## config.mk

```make
export PLATFORM = sky130hd
export DESIGN_NAME = iter_compare
export DESIGN_NICKNAME = d
export VERILOG_FILES = /design/src/rtl/cmp_pkg.sv /design/src/rtl/cmp_chunk_sub.sv /design/src/rtl/iter_compare.sv
export SDC_FILE = /design/constraint.sdc
export NUM_CORES = 1
export LEC_CHECK = 0
export BUFFER_PORTS_ARGS = -buffer_cell sky130_fd_sc_hd__buf_4
export CAP_MARGIN = 20
export CORE_UTILIZATION = 30
export CTS_CLUSTER_DIAMETER = 50
export DETAILED_ROUTE_END_ITERATION = 10
export PLACE_DENSITY = 0.57
export SYNTH_ARGS = -nofsm -noshare
export SYNTH_HDL_FRONTEND = slang
export SYNTH_SLANG_ARGS = --single-unit
```

## constraint.sdc

```tcl
create_clock -name clk -period 6.8 [get_ports clk]
set_clock_uncertainty 0.2 [all_clocks]
set_input_delay 2.04 -clock clk [delete_from_list [all_inputs] [get_ports clk]]
set_output_delay 2.04 -clock clk [all_outputs]
set_load 0.01 [all_outputs]
```

## src/rtl/cmp_pkg.sv

```systemverilog
// Shared definitions for iter_compare: relation encodings, FSM states, flag bit
// positions and the relation-select helper.
package cmp_pkg;

    typedef enum logic [2:0] {
        CMP_EQ  = 3'b000,
        CMP_NE  = 3'b001,
        CMP_GE  = 3'b010,
        CMP_LT  = 3'b011,
        CMP_GTU = 3'b100,
        CMP_LTU = 3'b101,
        CMP_GEU = 3'b110,
        CMP_OVF = 3'b111
    } cmp_fn_e;

    typedef enum logic [1:0] {
        IDLE = 2'd0,
        BUSY = 2'd1,
        DONE = 2'd2
    } cmp_state_e;

    // Bit positions inside the {Z,N,V,C} flag vector
    localparam int unsigned FLAG_C = 0;
    localparam int unsigned FLAG_V = 1;
    localparam int unsigned FLAG_N = 2;
    localparam int unsigned FLAG_Z = 3;

    function automatic logic cmp_eval(input cmp_fn_e fn, input logic z, input logic n,
                                      input logic v, input logic c);
        logic r;
        r = 1'b0;
        case (fn)
            CMP_EQ:  r = z;
            CMP_NE:  r = ~z;
            CMP_GE:  r = (n == v);
            CMP_LT:  r = (n != v);
            CMP_GTU: r = c & ~z;
            CMP_LTU: r = ~c;
            CMP_GEU: r = c;
            CMP_OVF: r = v;
            default: r = 1'b0;
        endcase
        return r;
    endfunction

endpackage

```

## src/rtl/cmp_chunk_sub.sv

```systemverilog
// One CHUNK-wide slice of the a-b subtraction: {cout,d} = a_c + ~b_c + cin.
module cmp_chunk_sub #(
    parameter int unsigned CHUNK = 8
) (
    input  logic [CHUNK-1:0] a_c,
    input  logic [CHUNK-1:0] b_c,
    input  logic             cin,
    output logic [CHUNK-1:0] d,
    output logic             cout,
    output logic             d_msb
);

    always_comb begin
        {cout, d} = {1'b0, a_c} + {1'b0, ~b_c} + {{CHUNK{1'b0}}, cin};
        d_msb     = d[CHUNK-1];
    end

endmodule

```

## src/rtl/iter_compare.sv

```systemverilog
// Multi-cycle relation unit: a-b evaluated CHUNK bits per cycle, LSB first.
// Optional flags_o port enabled by defining CMP_FLAGS_EN.
module iter_compare
    import cmp_pkg::*;
#(
    parameter int unsigned WIDTH = 32,
    parameter int unsigned CHUNK = 8
) (
    input  logic             clk,
    input  logic             rst,
    input  logic             in_valid_i,
    output logic             in_ready_o,
    input  logic [WIDTH-1:0] cmp_a_i,
    input  logic [WIDTH-1:0] cmp_b_i,
    input  logic [2:0]       cmp_fn_i,
    output logic             out_valid_o,
    input  logic             out_ready_i,
    output logic             cmp_o
`ifdef CMP_FLAGS_EN
    ,
    output logic [3:0]       flags_o
`endif
);

    localparam int unsigned NCYC  = WIDTH / CHUNK;
    localparam int unsigned CNT_W = (NCYC > 1) ? $clog2(NCYC) : 1;
    localparam logic [CNT_W-1:0] LAST = CNT_W'(NCYC - 1);

    generate
        if (WIDTH % CHUNK != 0) begin : g_bad_chunk
            $error("iter_compare: WIDTH must be a multiple of CHUNK");
        end
    endgenerate

    cmp_state_e       state_q, state_d;
    logic [WIDTH-1:0] a_q, b_q;
    cmp_fn_e          fn_q;
    logic             a_msb_q, b_msb_q;
    logic             carry_q, zacc_q;
    logic [CNT_W-1:0] cnt_q;

    logic [CHUNK-1:0] d;
    logic             cout, d_msb;
    logic             accept, last, z_fin, v_fin;

    // Operands are shifted right each cycle so the slice always sees the low chunk
    cmp_chunk_sub #(.CHUNK(CHUNK)) u_chunk (
        .a_c   (a_q[CHUNK-1:0]),
        .b_c   (b_q[CHUNK-1:0]),
        .cin   (carry_q),
        .d     (d),
        .cout  (cout),
        .d_msb (d_msb)
    );

    assign in_ready_o  = ~rst & ((state_q == IDLE) | ((state_q == DONE) & out_ready_i));
    assign out_valid_o = (state_q == DONE);
    assign accept      = in_valid_i & in_ready_o;
    assign last        = (state_q == BUSY) && (cnt_q == LAST);
    assign z_fin       = zacc_q & (d == '0);
    assign v_fin       = (a_msb_q ^ b_msb_q) & (a_msb_q ^ d_msb);

    always_ff @(posedge clk) begin
        if (rst) begin
            state_q <= IDLE;
        end else begin
            state_q <= state_d;
        end
    end

    always_comb begin
        state_d = state_q;
        case (state_q)
            IDLE:    if (accept) state_d = BUSY;
            BUSY:    if (last) state_d = DONE;
            DONE: begin
                if (accept)           state_d = BUSY;
                else if (out_ready_i) state_d = IDLE;
            end
            default: state_d = IDLE;
        endcase
    end

    always_ff @(posedge clk) begin
        if (rst) begin
            cnt_q   <= '0;
            carry_q <= 1'b1;
            zacc_q  <= 1'b1;
            cmp_o   <= 1'b0;
`ifdef CMP_FLAGS_EN
            flags_o <= '0;
`endif
        end else if (accept) begin
            a_q     <= cmp_a_i;
            b_q     <= cmp_b_i;
            fn_q    <= cmp_fn_e'(cmp_fn_i);
            a_msb_q <= cmp_a_i[WIDTH-1];
            b_msb_q <= cmp_b_i[WIDTH-1];
            carry_q <= 1'b1;
            zacc_q  <= 1'b1;
            cnt_q   <= '0;
        end else if (state_q == BUSY) begin
            a_q     <= a_q >> CHUNK;
            b_q     <= b_q >> CHUNK;
            carry_q <= cout;
            zacc_q  <= z_fin;
            cnt_q   <= last ? '0 : cnt_q + 1'b1;
            if (last) begin
                cmp_o <= cmp_eval(fn_q, z_fin, d_msb, v_fin, cout);
`ifdef CMP_FLAGS_EN
                flags_o[FLAG_Z] <= z_fin;
                flags_o[FLAG_N] <= d_msb;
                flags_o[FLAG_V] <= v_fin;
                flags_o[FLAG_C] <= cout;
`endif
            end
        end
    end

endmodule

```

After elaboration in Yosys (flattened, before gate mapping):

Cells that the tools add are included.

* bitwise gates (word level): 14
* multiplexer cells: 11
* reductions and logical operators: 10
* eq/ne operators: 15
* add/subtract/negate cells: 3

Operator list (count)
* $mux W32: 4
* $eq A3 B3 Y1 const B: 4
* $mux W2: 5
* $add A8 B8 Y9: 1
* $add A9 B1 Y9: 1
* $logic_not A8 Y1: 1
* $not A8 Y8: 1
* $pmux W1 S8: 1
* $and A1 B1 Y1: 6
* $eq A3 B2 Y1 const B: 2
* $pmux W2 S3: 1
* $reduce_and A3 Y1: 2
* $eq A2 B2 Y1 const B: 2
* $ne A2 B2 Y1 const B: 2
* $not A1 Y1: 4
* $reduce_and A2 Y1: 2
* $eq A3 B1 Y1 const B: 1
* $logic_not A3 Y1: 1
* $ne A3 B1 Y1 const B: 1
* $add A2 B1 Y2 const B: 1
* $eq A2 B1 Y1 const B: 1
* $logic_not A2 Y1: 1
* $reduce_bool A2 Y1: 1
* $reduce_or A2 Y1: 1
* other kinds (5): 6

* flip-flop bits (word level): 76
* output and inout port bits: 3
* logic and storage cells: 63

Logic depth before layout (Yosys ltp):

* depth after elaboration: 8
* depth in mapped cells: 9

Hierarchy:

A second synthesis with hierarchy kept.

* cells, all modules: 248
* area total of the unflattened synthesis: 3569.7 µm²

By module, submodules not included
* iter_compare: instances 1, sequential area each 2212.1 µm², cells an instance 197, area an instance 3196.8 µm²
* cmp_chunk_sub: instances 1, sequential area each 0.0 µm², cells an instance 51, area an instance 372.9 µm²

Least setup slack after synthesis:

No wires, ideal clock.

* path kind: in2reg
* start point: in rst
* end point: reg a_q[0], enable pin
* setup time: 0.499 ns
* required time: 6.101 ns
* path buffers: 1
* cell stages on the path: 2
* arrival: 5.252 ns
* setup slack: 0.849 ns
* cells stage by stage: clkbuf_1 -> o21bai_1

* cells in the longest elaborated chain, start to end: 5

Ends and longest elaborated chain
* start: declaration: line iter_compare.sv:10 `input logic rst,`
* $not A1 Y1 (no line) (*)
* $and A1 B1 Y1: line iter_compare.sv:56 `assign in_ready_o = ~rst & ((state_q == IDLE) | ((state_q == DONE) & out_ready_i));`
* $and A1 B1 Y1: line iter_compare.sv:58 `assign accept = in_valid_i & in_ready_o;`
* $reduce_bool A2 Y1 (no line)
* $reduce_and A2 Y1 (no line) (*)
* end signal: assignment: line iter_compare.sv:94 `a_q <= cmp_a_i;`
* end signal: assignment: line iter_compare.sv:103 `a_q <= a_q >> CHUNK;`
* end: declaration: line iter_compare.sv:36 `logic [WIDTH-1:0] a_q, b_q;`

Every way passes the cells marked *; elsewhere a longest branch is shown, timed or not.
A chain may end at the register's enable or synchronous reset.

Final worst setup path:

* start point: in rst
* end point: out in_ready_o

* cells in the longest elaborated chain, start to end: 2

Ends and longest elaborated chain
* $not A1 Y1 (no line)
* $and A1 B1 Y1: line iter_compare.sv:56
* end: declaration: line iter_compare.sv:12 `output logic in_ready_o,`

Every way passes these cells.

==> results.py <==
metrics = {
    "global_routing": {
        "grt_pass1_wl_mm": 11.53,
        "grt_pass1_vias": 2404,
        "grt_max_degree": 65,
        "grt.total_usage": 0.1176,
        "overflow": 0,
        "antenna_found_initial": 0,
    },
    "logic_synthesis": {
        "synth_most_common_cell": "edfxtp_1",
        "yosysTopAreaCell": "edfxtp_1",
        "synth_edf_count": 69,
        "synth_top_area_frac": 0.5654,
        "async_reset_ff_frac": 0,
        "syn-num-nets": 340,
        "syn_area_per_cell_um2": 14.15,
        "synthCells": 259,
        "synth_flop_cell": "edfxtp_1",
        "synth_area_um2": 3665,
        "ys_warn_count": 0,
        "synth_seq_cells": 76,
        "yosysUniqueCellTypes": 46,
        "yosysSeqAreaShare": 0.6036,
        "synthTopCellsByCount": "edfxtp_1 (69), mux2_2 (49), and3_1 (16)",
        "synthTopCellsByArea": "edfxtp_1 (57%), mux2_2 (15%), dfxtp_1 (3.8%), and3_1 (2.7%), ha_1 (2.7%)",
    },
    "power_and_ir_drop": {
        "p_sw_w": 0.0002703,
        "p_clk_frac": 0.386,
        "power_frac_comb": 0.142,
        "p_sw_frac": 0.2255,
        "power.share.sequential": 0.473,
        "power.internal_w": 0.0009281,
        "leakage_nw": 1.856,
        "power.density_nw_per_um2": 256.5,
        "ir_worst_vdd_v": 0.0001371,
    },
    "routing": {
        "drtAntennaViolNets": 0,
        "maxUsedRoutingLayer": "met4",
        "met3_length_um": 450,
        "dr_wl_met2_mm": 3.293,
        "routed_wl_mm": 6.808,
        "routed_via_density": 4.652,
        "route.detailed.wl_per_inst_um": 13.95,
        "vias": 2270,
        "met1_length_mm": 2.977,
        "drt_iter0_drc": 144,
        "drtPass1Iterations": 4,
        "drc": 0,
    },
    "clocking": {
        "cts_buffers": 9,
        "htreeDepth": 3,
        "clkTransAtPathRegs_ns": 0.06,
        "clk_latency_ns": 0.33,
        "clkSinkCount": 76,
        "cts_resized": 0,
        "holdBufCountCts": 0,
        "clk_path_buf_depth": 2,
        "clockRootBuffer": "clkbuf_16",
        "postCtsSetupRepairBufs": 0,
        "cts_tree": "done",
    },
    "worst_setup_path": {
        "critPathKind": "in -> out",
        "arrival_ns": 2.82,
        "end_kind": "output port",
        "crit_required_ns": 4.56,
        "start_kind": "input pin",
        "crit_fanout": 18,
    },
    "timing": {
        "slew_headroom": 0.4617,
        "period_minus_slack_ns": 5.058,
        "setup_violations": 0,
        "fin_crit_sh": 0.7438,
        "rsz0062_at_grt": "false",
        "fin_tns_setup_ns": 0,
        "hold_viol": 0,
        "fmax_ghz": 0.1977,
        "setup_ws_ns": 1.742,
        "slew_viol_final": 0,
        "fin_hold_ws_ns": 0.3392,
        "tightest_slew_ns": 0.8074,
    },
    "cells_and_area": {
        "drive_above_1_share": 0.4340,
        "diodes": 0,
        "area_delta_synth_final_pct": 27.48,
        "nFillCells": 1117,
        "final_net_count": 417,
        "utilization": 0.3906,
    },
    "floorplan": {
        "die_h_um": 112.5,
        "rows": 40,
        "io_pins": 74,
        "die_x_um": 112.5,
        "dieArea_um2": 12660,
        "core_um2": 11960,
        "initial_core_util": 0.3064,
    },
    "hold_path": {
        "holdCritPathClass": "reg -> reg",
    },
    "placement": {
        "port_buffers": 73,
        "dp_slack_ns": 1.747,
        "hpwl_mm": 4.790,
        "place_congestion": 0.7860,
    },
    "job": {
        "cap_violations": 0,
    },
    "outcome": {
        "outcome": "finished clean",
    },
}
==> metrics by stage <==
| step | area (µm²) | total power [W] | cells |
|---|---|---|---|
| global placement | 4379 | 0.0007443 | 472 |
| global route | 4672 | 0.001251 | 488 |
| finish | 4672 | 0.001198 | 488 |
| CTS | 4672 | 0.001211 | 488 |
| floorplan | 3665 | 0.0006896 | 259 |
| detailed placement | 4379 | 0.0007471 | 472 |
==> cell families after synthesis <==
family,synth area share
and+or+nand+nor,0.09594
adders and majority gates,0.03824
xor gates and xnor gates,0.004781
buffers and inverters,0.02970
DFF,0.6036
muxes,0.1588
AOI/OAI and AO/OA,0.06896
==> area by class of cell <==
cell class,count,area [µm²],share of cell area
Multi-Input combinational cell,158,1356,0.2903
Clock inverter,7,67.56,0.01446
Inverter,15,56.30,0.01205
Tap cell,147,183.9,0.03937
Timing Repair Buffer,76,570.5,0.1221
Sequential cell,76,2212,0.4735
Clock buffer,9,225.2,0.04821
==> cells in the final DEF (no fill, tap or decap), types with 2 or more instances in the layout <==
cell type and n:
a211o_1 2, a211oi_1 2, a21o_1 3, a21oi_1 7
and3_1 16, buf_4 76, clkbuf_16 9, clkinv_2 2
clkinvlp_4 2, dfxtp_1 7, edfxtp_1 69, fa_1 2
ha_1 8, inv_1 15, mux2_2 49, mux2i_1 3
nand2_1 10, nand2b_1 3, nand3_1 2, nor2_1 11
nor2b_1 2, nor3_1 5, nor3b_1 3, o211ai_1 2
o21a_1 2, o21ai_0 3, o31ai_1 2
==> worst max-delay path, stage by stage <==
cell and delay (ns):
buf_4 0.16, a211oi_2 0.21, buf_4 0.25, buf_4 0.16
==> per-layer routing <==
layer | GRT usage | up-vias
li1 | - | 1136
met1 | 0.1392 | 1076
met2 | 0.1942 | 48
met3 | 0.04266 | 10
met4 | 0.04800 | 0
met5 | 0 | -
==> final timing paths <==
kind            start          to  slack, ns  cells after the start
min          cnt_q[0]    cnt_q[0]       0.34                      2
min reg2reg  cnt_q[0]    cnt_q[0]       0.34                      2
max reg2reg    b_q[0]       cmp_o       4.04                      7
max               rst  in_ready_o       1.74                      4
==> sequential cells by signal (all words and copies together), names as in the netlist <==
name	flops
zacc_q	1
b_q	32
cnt_q	2
cmp_o	1
b_msb_q	1
carry_q	1
a_msb_q	1
state_q	2
a_q	32
fn_q	3
==> power by group through the flow <==
stage,Combinational (W),Sequential [W],Clock [W]
5_1_grt,0.000189,0.000570,0.000492
3_5_place_dp,0.000170,0.000577,0
6_report,0.000170,0.000566,0.000462
3_3_place_gp,0.000169,0.000576,0
4_1_cts,0.000172,0.000567,0.000472
2_1_floorplan,0.000114,0.000576,0
Power figures use the tool's default switching activity.
